==> src/rtl/div_unit.sv <==
// div_unit: multi-cycle radix-2 restoring divider (DIV/DIVU) for the EXE stage.
// Raises stallreq_exe while iterating and holds the result in DONE until EXE
// is released by the stall control unit (stall_exe low).
// Optional build macro: DIV_EARLY_EXIT_EN -- when |src1| < |src2| (nonzero
// divisor), skip the iterations and finish in one cycle.
module div_unit #(
  parameter int DATA_W = 32,
  parameter int CNT_W  = 6
) (
  input  logic              cpu_clk_50M,
  input  logic              cpu_rst,
  input  logic              div_start,
  input  logic              div_signed,
  input  logic [DATA_W-1:0] div_src1,
  input  logic [DATA_W-1:0] div_src2,
  input  logic              div_annul,
  input  logic              stall_exe,
  output logic              stallreq_exe,
  output logic              div_ready,
  output logic [DATA_W-1:0] div_hi,
  output logic [DATA_W-1:0] div_lo
);

  typedef enum logic [1:0] {IDLE, DIVZERO, BUSY, DONE} state_t;

  state_t            state, state_nxt;
  logic [CNT_W-1:0]  cnt;
  logic [DATA_W-1:0] dvsr;          // latched |src2|
  logic [2*DATA_W:0] wr;            // {rem, quo} working register
  logic [2*DATA_W:0] sh, wr_step;
  logic [DATA_W:0]   diff;
  logic              sign_q, sign_r;
  logic              neg1, neg2, early, last_step;
  logic [DATA_W-1:0] abs1, abs2, quo_fin, rem_fin;

  // Operand magnitudes; signs only matter for DIV.
  assign neg1 = div_signed & div_src1[DATA_W-1];
  assign neg2 = div_signed & div_src2[DATA_W-1];
  assign abs1 = neg1 ? -div_src1 : div_src1;
  assign abs2 = neg2 ? -div_src2 : div_src2;

`ifdef DIV_EARLY_EXIT_EN
  assign early = (abs2 != '0) && (abs1 < abs2);
`else
  assign early = 1'b0;
`endif

  assign last_step = (cnt == CNT_W'(DATA_W - 1));

  // One restoring step: shift left, trial-subtract the divisor from the
  // remainder half, keep the difference and set the quotient bit if it fits.
  always_comb begin
    sh      = wr << 1;
    diff    = sh[2*DATA_W:DATA_W] - {1'b0, dvsr};
    wr_step = sh;
    if (!diff[DATA_W]) wr_step = {diff, sh[DATA_W-1:1], 1'b1};
  end

  assign quo_fin = wr_step[DATA_W-1:0];
  assign rem_fin = wr_step[2*DATA_W-1:DATA_W];

  // State register.
  always_ff @(posedge cpu_clk_50M) begin
    if (cpu_rst) state <= IDLE;
    else         state <= state_nxt;
  end

  // Next state and stall request; annul overrides everything.
  always_comb begin
    state_nxt    = state;
    stallreq_exe = 1'b0;
    case (state)
      IDLE: begin
        if (div_start) begin
          stallreq_exe = 1'b1;
          if (abs2 == '0) state_nxt = DIVZERO;
          else if (early) state_nxt = DONE;
          else            state_nxt = BUSY;
        end
      end
      DIVZERO: begin
        stallreq_exe = 1'b1;
        state_nxt    = DONE;
      end
      BUSY: begin
        stallreq_exe = 1'b1;
        if (last_step) state_nxt = DONE;
      end
      DONE: begin
        if (!stall_exe) state_nxt = IDLE;
      end
      default: state_nxt = IDLE;
    endcase
    if (div_annul) begin
      state_nxt    = IDLE;
      stallreq_exe = 1'b0;
    end
  end

  // Datapath: latch operands on start, iterate while busy.
  always_ff @(posedge cpu_clk_50M) begin
    if (cpu_rst) begin
      cnt    <= '0;
      wr     <= '0;
      dvsr   <= '0;
      sign_q <= 1'b0;
      sign_r <= 1'b0;
    end else begin
      case (state)
        IDLE: begin
          if (div_start && !div_annul) begin
            wr     <= {{(DATA_W+1){1'b0}}, abs1};
            dvsr   <= abs2;
            sign_q <= neg1 ^ neg2;
            sign_r <= neg1;
            cnt    <= '0;
          end
        end
        BUSY: begin
          wr  <= wr_step;
          cnt <= cnt + 1'b1;
        end
        default: ;
      endcase
    end
  end

  // Result registers load only on entry to DONE; ready tracks DONE.
  always_ff @(posedge cpu_clk_50M) begin
    if (cpu_rst) begin
      div_ready <= 1'b0;
      div_hi    <= '0;
      div_lo    <= '0;
    end else begin
      div_ready <= (state_nxt == DONE);
      if (state != DONE && state_nxt == DONE) begin
        case (state)
          IDLE: begin
            div_lo <= '0;
            div_hi <= div_src1;
          end
          DIVZERO: begin
            // Undo the magnitude to hand back the raw dividend.
            div_lo <= '1;
            div_hi <= sign_r ? -wr[DATA_W-1:0] : wr[DATA_W-1:0];
          end
          default: begin
            div_lo <= sign_q ? -quo_fin : quo_fin;
            div_hi <= sign_r ? -rem_fin : rem_fin;
          end
        endcase
      end
    end
  end

endmodule

==> config.mk <==
export PLATFORM = sky130hd
export DESIGN_NAME = div_unit
export DESIGN_NICKNAME = d
export VERILOG_FILES = /design/src/rtl/div_unit.sv
export SDC_FILE = /design/constraint.sdc
export NUM_CORES = 1
export LEC_CHECK = 0
export BUFFER_PORTS_ARGS = -buffer_cell sky130_fd_sc_hd__buf_2
export CAP_MARGIN = 25
export CORE_MARGIN = 1
export CORE_UTILIZATION = 55
export CTS_CLUSTER_DIAMETER = 80
export CTS_CLUSTER_SIZE = 25
export DETAILED_ROUTE_END_ITERATION = 8
export PLACE_DENSITY = 0.9
export SYNTH_ARGS = -nofsm -noshare
export SYNTH_HDL_FRONTEND = slang
export SYNTH_SLANG_ARGS = --single-unit
==> constraint.sdc <==
create_clock -name cpu_clk_50M -period 5.87 [get_ports cpu_clk_50M]
set_input_delay 1.174 -clock cpu_clk_50M [delete_from_list [all_inputs] [get_ports cpu_clk_50M]]
set_output_delay 1.174 -clock cpu_clk_50M [all_outputs]
set_load 0.01 [all_outputs]
==> impl_results.md <==
- Hold Crit Start: dvsr[31]$_SDFFE_PP0P_
- Relative slew margins: 0.425
- Reg2Reg Depth: 24
- Leakage power: 5.61 nW
- # hold bufs at CTS: 0
- Antenna violations before repair: 0
- RSZ-0062 raised after global routing: no
- Initial drt markers: between 1.5k and 2k
- Synth top area share: 0.260
- Site Rows: 56
- Die area: roughly 25000 µm²
- FF-to-FF setup slack: 450 ps
- RD Place Congestion: 0.986
- WHS Endpoint: dvsr[31]$_SDFFE_PP0P_
- Achievable Freq: roughly 0.18 GHz
- Slew Viols, Final: 0
- Startpoint Class: register
- Asr flop ratio synth: 0
- Worst Path Max Fanout: 11
- Largest net degree at the start of global routing: 75
- IO Port Bufs: between 100 and 150
- Peak VDD IR: 0.171 mV
- Gr ovfl total: 0
- Total CTS buffers: 17
- Num ports: ~140
- Drt total wl: 41.2 mm
- Final #Nets: between 1.5k and 2k
- Critical R2R Capture: div_hi[30]$_SDFFE_PP0P_
- WL per Instance: ~19 µm
- Vias in the first global route: about 13k
- Tcrit/Tclk final: 0.923
- Setup violations, final: 0
- FF+latch count, synth: 171
- Global-route wire length before repair: between 60 and 70 mm
- Core area: roughly 23000 µm²
- Syn_nets: a little under 2k
- Die span in x: ~160 µm
- Number of flops mapped to enable cells by yosys: 0
- Syn. warnings: 0
- Area grow syn2layout: 9.96%
- Clock Tree Buf Depth: 2
- Max Cap Viol: 0
- Power Internal: roughly 0.0021 W
- Sw frac: 0.341
- Register share of total power: 0.389
- Hold slack final: between 400 and 500 ps
- Post-synth top area cell: dfxtp_1
- DR vias: 14.1k
- Vias per Instance: around 6.4
- Mapped Area: about 13000 µm²
- CP required: between 6000 and 7000 ps
- Die height: about 160 µm
- Layout cells sized above 1: 0.123
- Hold path depth: 2
- Initial core utilization: 0.562
- Post-Route Skew: 11.1 ps
- Min-delay worst type: register to register
- Seq/Total Area, Yosys: 0.260
- CP endpoint kind: register
- Total track usage: 0.338
- CTS tree: built
- Largest cells by area after synthesis: dfxtp_1 26%, nand2_1 7.1%, nor2_1 6.8%
- Pwr Total: between 0.003 and 0.004 W
- Sink Count: between 150 and 200
- Crit Reg-Reg Startpoint: wr[31]$_SDFFE_PP0P_
- Switching pwr: between 0.001 and 0.0015 W
- Top_reg_cell synth: dfxtp_1
- Final Hold Viols: 0
- Synth cell count leaders: 248 x nand2_1, 239 x nor2_1, 171 x dfxtp_1
- Minimum clock period: 5420 ps
- Count of cell types in the netlist: 80
- H-tree depth: 4
- Dpl hpwl: around 30 mm
- Combinational power share: 0.248
- Worst-margin pin slew: about 860 ps
- Post-route DRC: 0
- Skew-Pair Late Insertion Delay: ~450 ps
- Pwr Density: about 220 nW/µm²
- Post-CTS setup buffer count: 0
- Status: finished, final reports clean
- Critical Path AT: approximately 5800 ps
- Clk root buf: clkbuf_16
- Clock power frac: 0.363
- Synth Instances: roughly 1.8k
- Clk slew on worst S/H paths: roughly 70 ps
- Most common cell in the netlist: nand2_1
- # resized after CTS: 0
- Critical path type: register to register
- Mean post-synth cell area: between 7 and 8 µm²
- Setup TNS: 0 ps
- Drt pass-1 iters: 6
- Final ANT Viol Nets: 0
metal layers:
layer,global-route usage,part of all wire,up-vias
li1,-,-,6620
met1,0.434,0.41,6454
met2,0.535,0.44,839
met3,0.0640,0.097,171
met4,0.179,0.052,0
met5,0,0,-
power by group through the flow:
stage	logic, W	registers [W]	clock network [W]
after floorplan	0.000581	0.00125	0
after global placement	0.000756	0.00128	0
after detailed placement	0.000773	0.00128	0
after CTS	0.000780	0.00125	0.00117
after global routing	0.000871	0.00126	0.00122
final	0.000800	0.00125	0.00117
cell usage in the layout, fill, tap and decap left out, types with 10 or more instances in the layout:
| cell type | Yosys | layout |
|---|---|---|
| a211oi_1 | 55 | 55 |
| a22oi_1 | 34 | 34 |
| xor2_1 | 82 | 82 |
| a21o_1 | 18 | 18 |
| xnor2_1 | 84 | 84 |
| nor2_1 | 239 | 238 |
| inv_1 | 49 | 49 |
| or4_1 | 18 | 18 |
| nor3_1 | 51 | 50 |
| o211ai_1 | 10 | 10 |
| buf_2 | 5 | 134 |
| a31oi_1 | 21 | 21 |
| o21ai_0 | 107 | 107 |
| and2_1 | 10 | 10 |
| mux2i_1 | 12 | 12 |
| clkbuf_16 | 0 | 17 |
| a311oi_1 | 19 | 19 |
| nor4_1 | 17 | 17 |
| ha_1 | 42 | 42 |
| nand3_1 | 42 | 42 |
| a221o_1 | 10 | 10 |
| a21oi_1 | 139 | 138 |
| dfxtp_1 | 171 | 171 |
| or3_1 | 20 | 19 |
| nand4_1 | 18 | 18 |
| buf_4 | 4 | 23 |
| a221oi_1 | 14 | 14 |
| or2_2 | 10 | 10 |
| o41ai_1 | 12 | 12 |
| o31ai_1 | 26 | 26 |
| nand2b_1 | 15 | 15 |
| nand2_1 | 248 | 248 |
area by class of cell:
type                            instances  area, µm²
Tap cell                              319        399
Timing Repair Buffer                  157        843
Clock inverter                         14        161
Multi-Input combinational cell       1477       9030
Antenna cell                            1       2.50
Sequential cell                       171       3420
Fill cell                            2072       8980
Inverter                               51        191
Clock buffer                           18        439
through the flow:
step | std cells | setup slack (ps) | utilization | area [µm²]
floorplan | 1840 | 107 | - | 13200
global placement | 2174 | 620 | 0.592 | 13900
detailed placement | 2175 | 435 | 0.592 | 13900
CTS | 2207 | 433 | 0.617 | 14500
global route | 2207 | 102 | 0.617 | 14500
finish | 2208 | 451 | 0.618 | 14500
worst max-delay path by stage:
stage / startpoint / slack (ps) / cells past startpoint / end
after global routing: wr[31]$_SDFFE_PP0P_ / 100 / 24 / div_hi[30]$_SDFFE_PP0P_
final: wr[31]$_SDFFE_PP0P_ / 450 / 24 / div_hi[30]$_SDFFE_PP0P_
after floorplan: wr[31]$_SDFFE_PP0P_ / 110 / 25 / div_hi[30]$_SDFFE_PP0P_
after global placement: wr[31]$_SDFFE_PP0P_ / 620 / 24 / div_hi[30]$_SDFFE_PP0P_
after CTS: wr[31]$_SDFFE_PP0P_ / 430 / 24 / div_hi[30]$_SDFFE_PP0P_
after detailed placement: wr[31]$_SDFFE_PP0P_ / 430 / 24 / div_hi[30]$_SDFFE_PP0P_
worst max-delay path, cell delays in order (launching register included):
cell and delay, ps:
dfxtp_1 430, inv_1 70, ha_1 200, fa_1 400, nand2b_1 210, a21oi_4 210, o21ai_4 120, o41ai_4 440
a31oi_4 190, xnor2_4 310, inv_1 230, nand2_1 120, o21ai_0 130, inv_1 90, ha_1 220, nand2_1 80
or3b_2 490, a211oi_1 180, mux2_2 230, nand3_1 120, nor4_2 170, buf_4 210, nor2b_1 190, a2bb2oi_1 180
nand2_1 70
state kept, by name, summed over array words and instances (netlist names):
name	count
sign_q	1
wr	64
cnt	6
sign_r	1
div_lo	32
dvsr	32
state	2
div_hi	32
div_ready	1
cells by family after synthesis:
logic type | share of synthesized area
simple gates | 0.247
compound gates | 0.266
buf+inv | 0.0580
flops | 0.260
xor+xnor | 0.112
fa+ha+maj | 0.0414
mux | 0.0168
(Power assumes the default switching activity.)
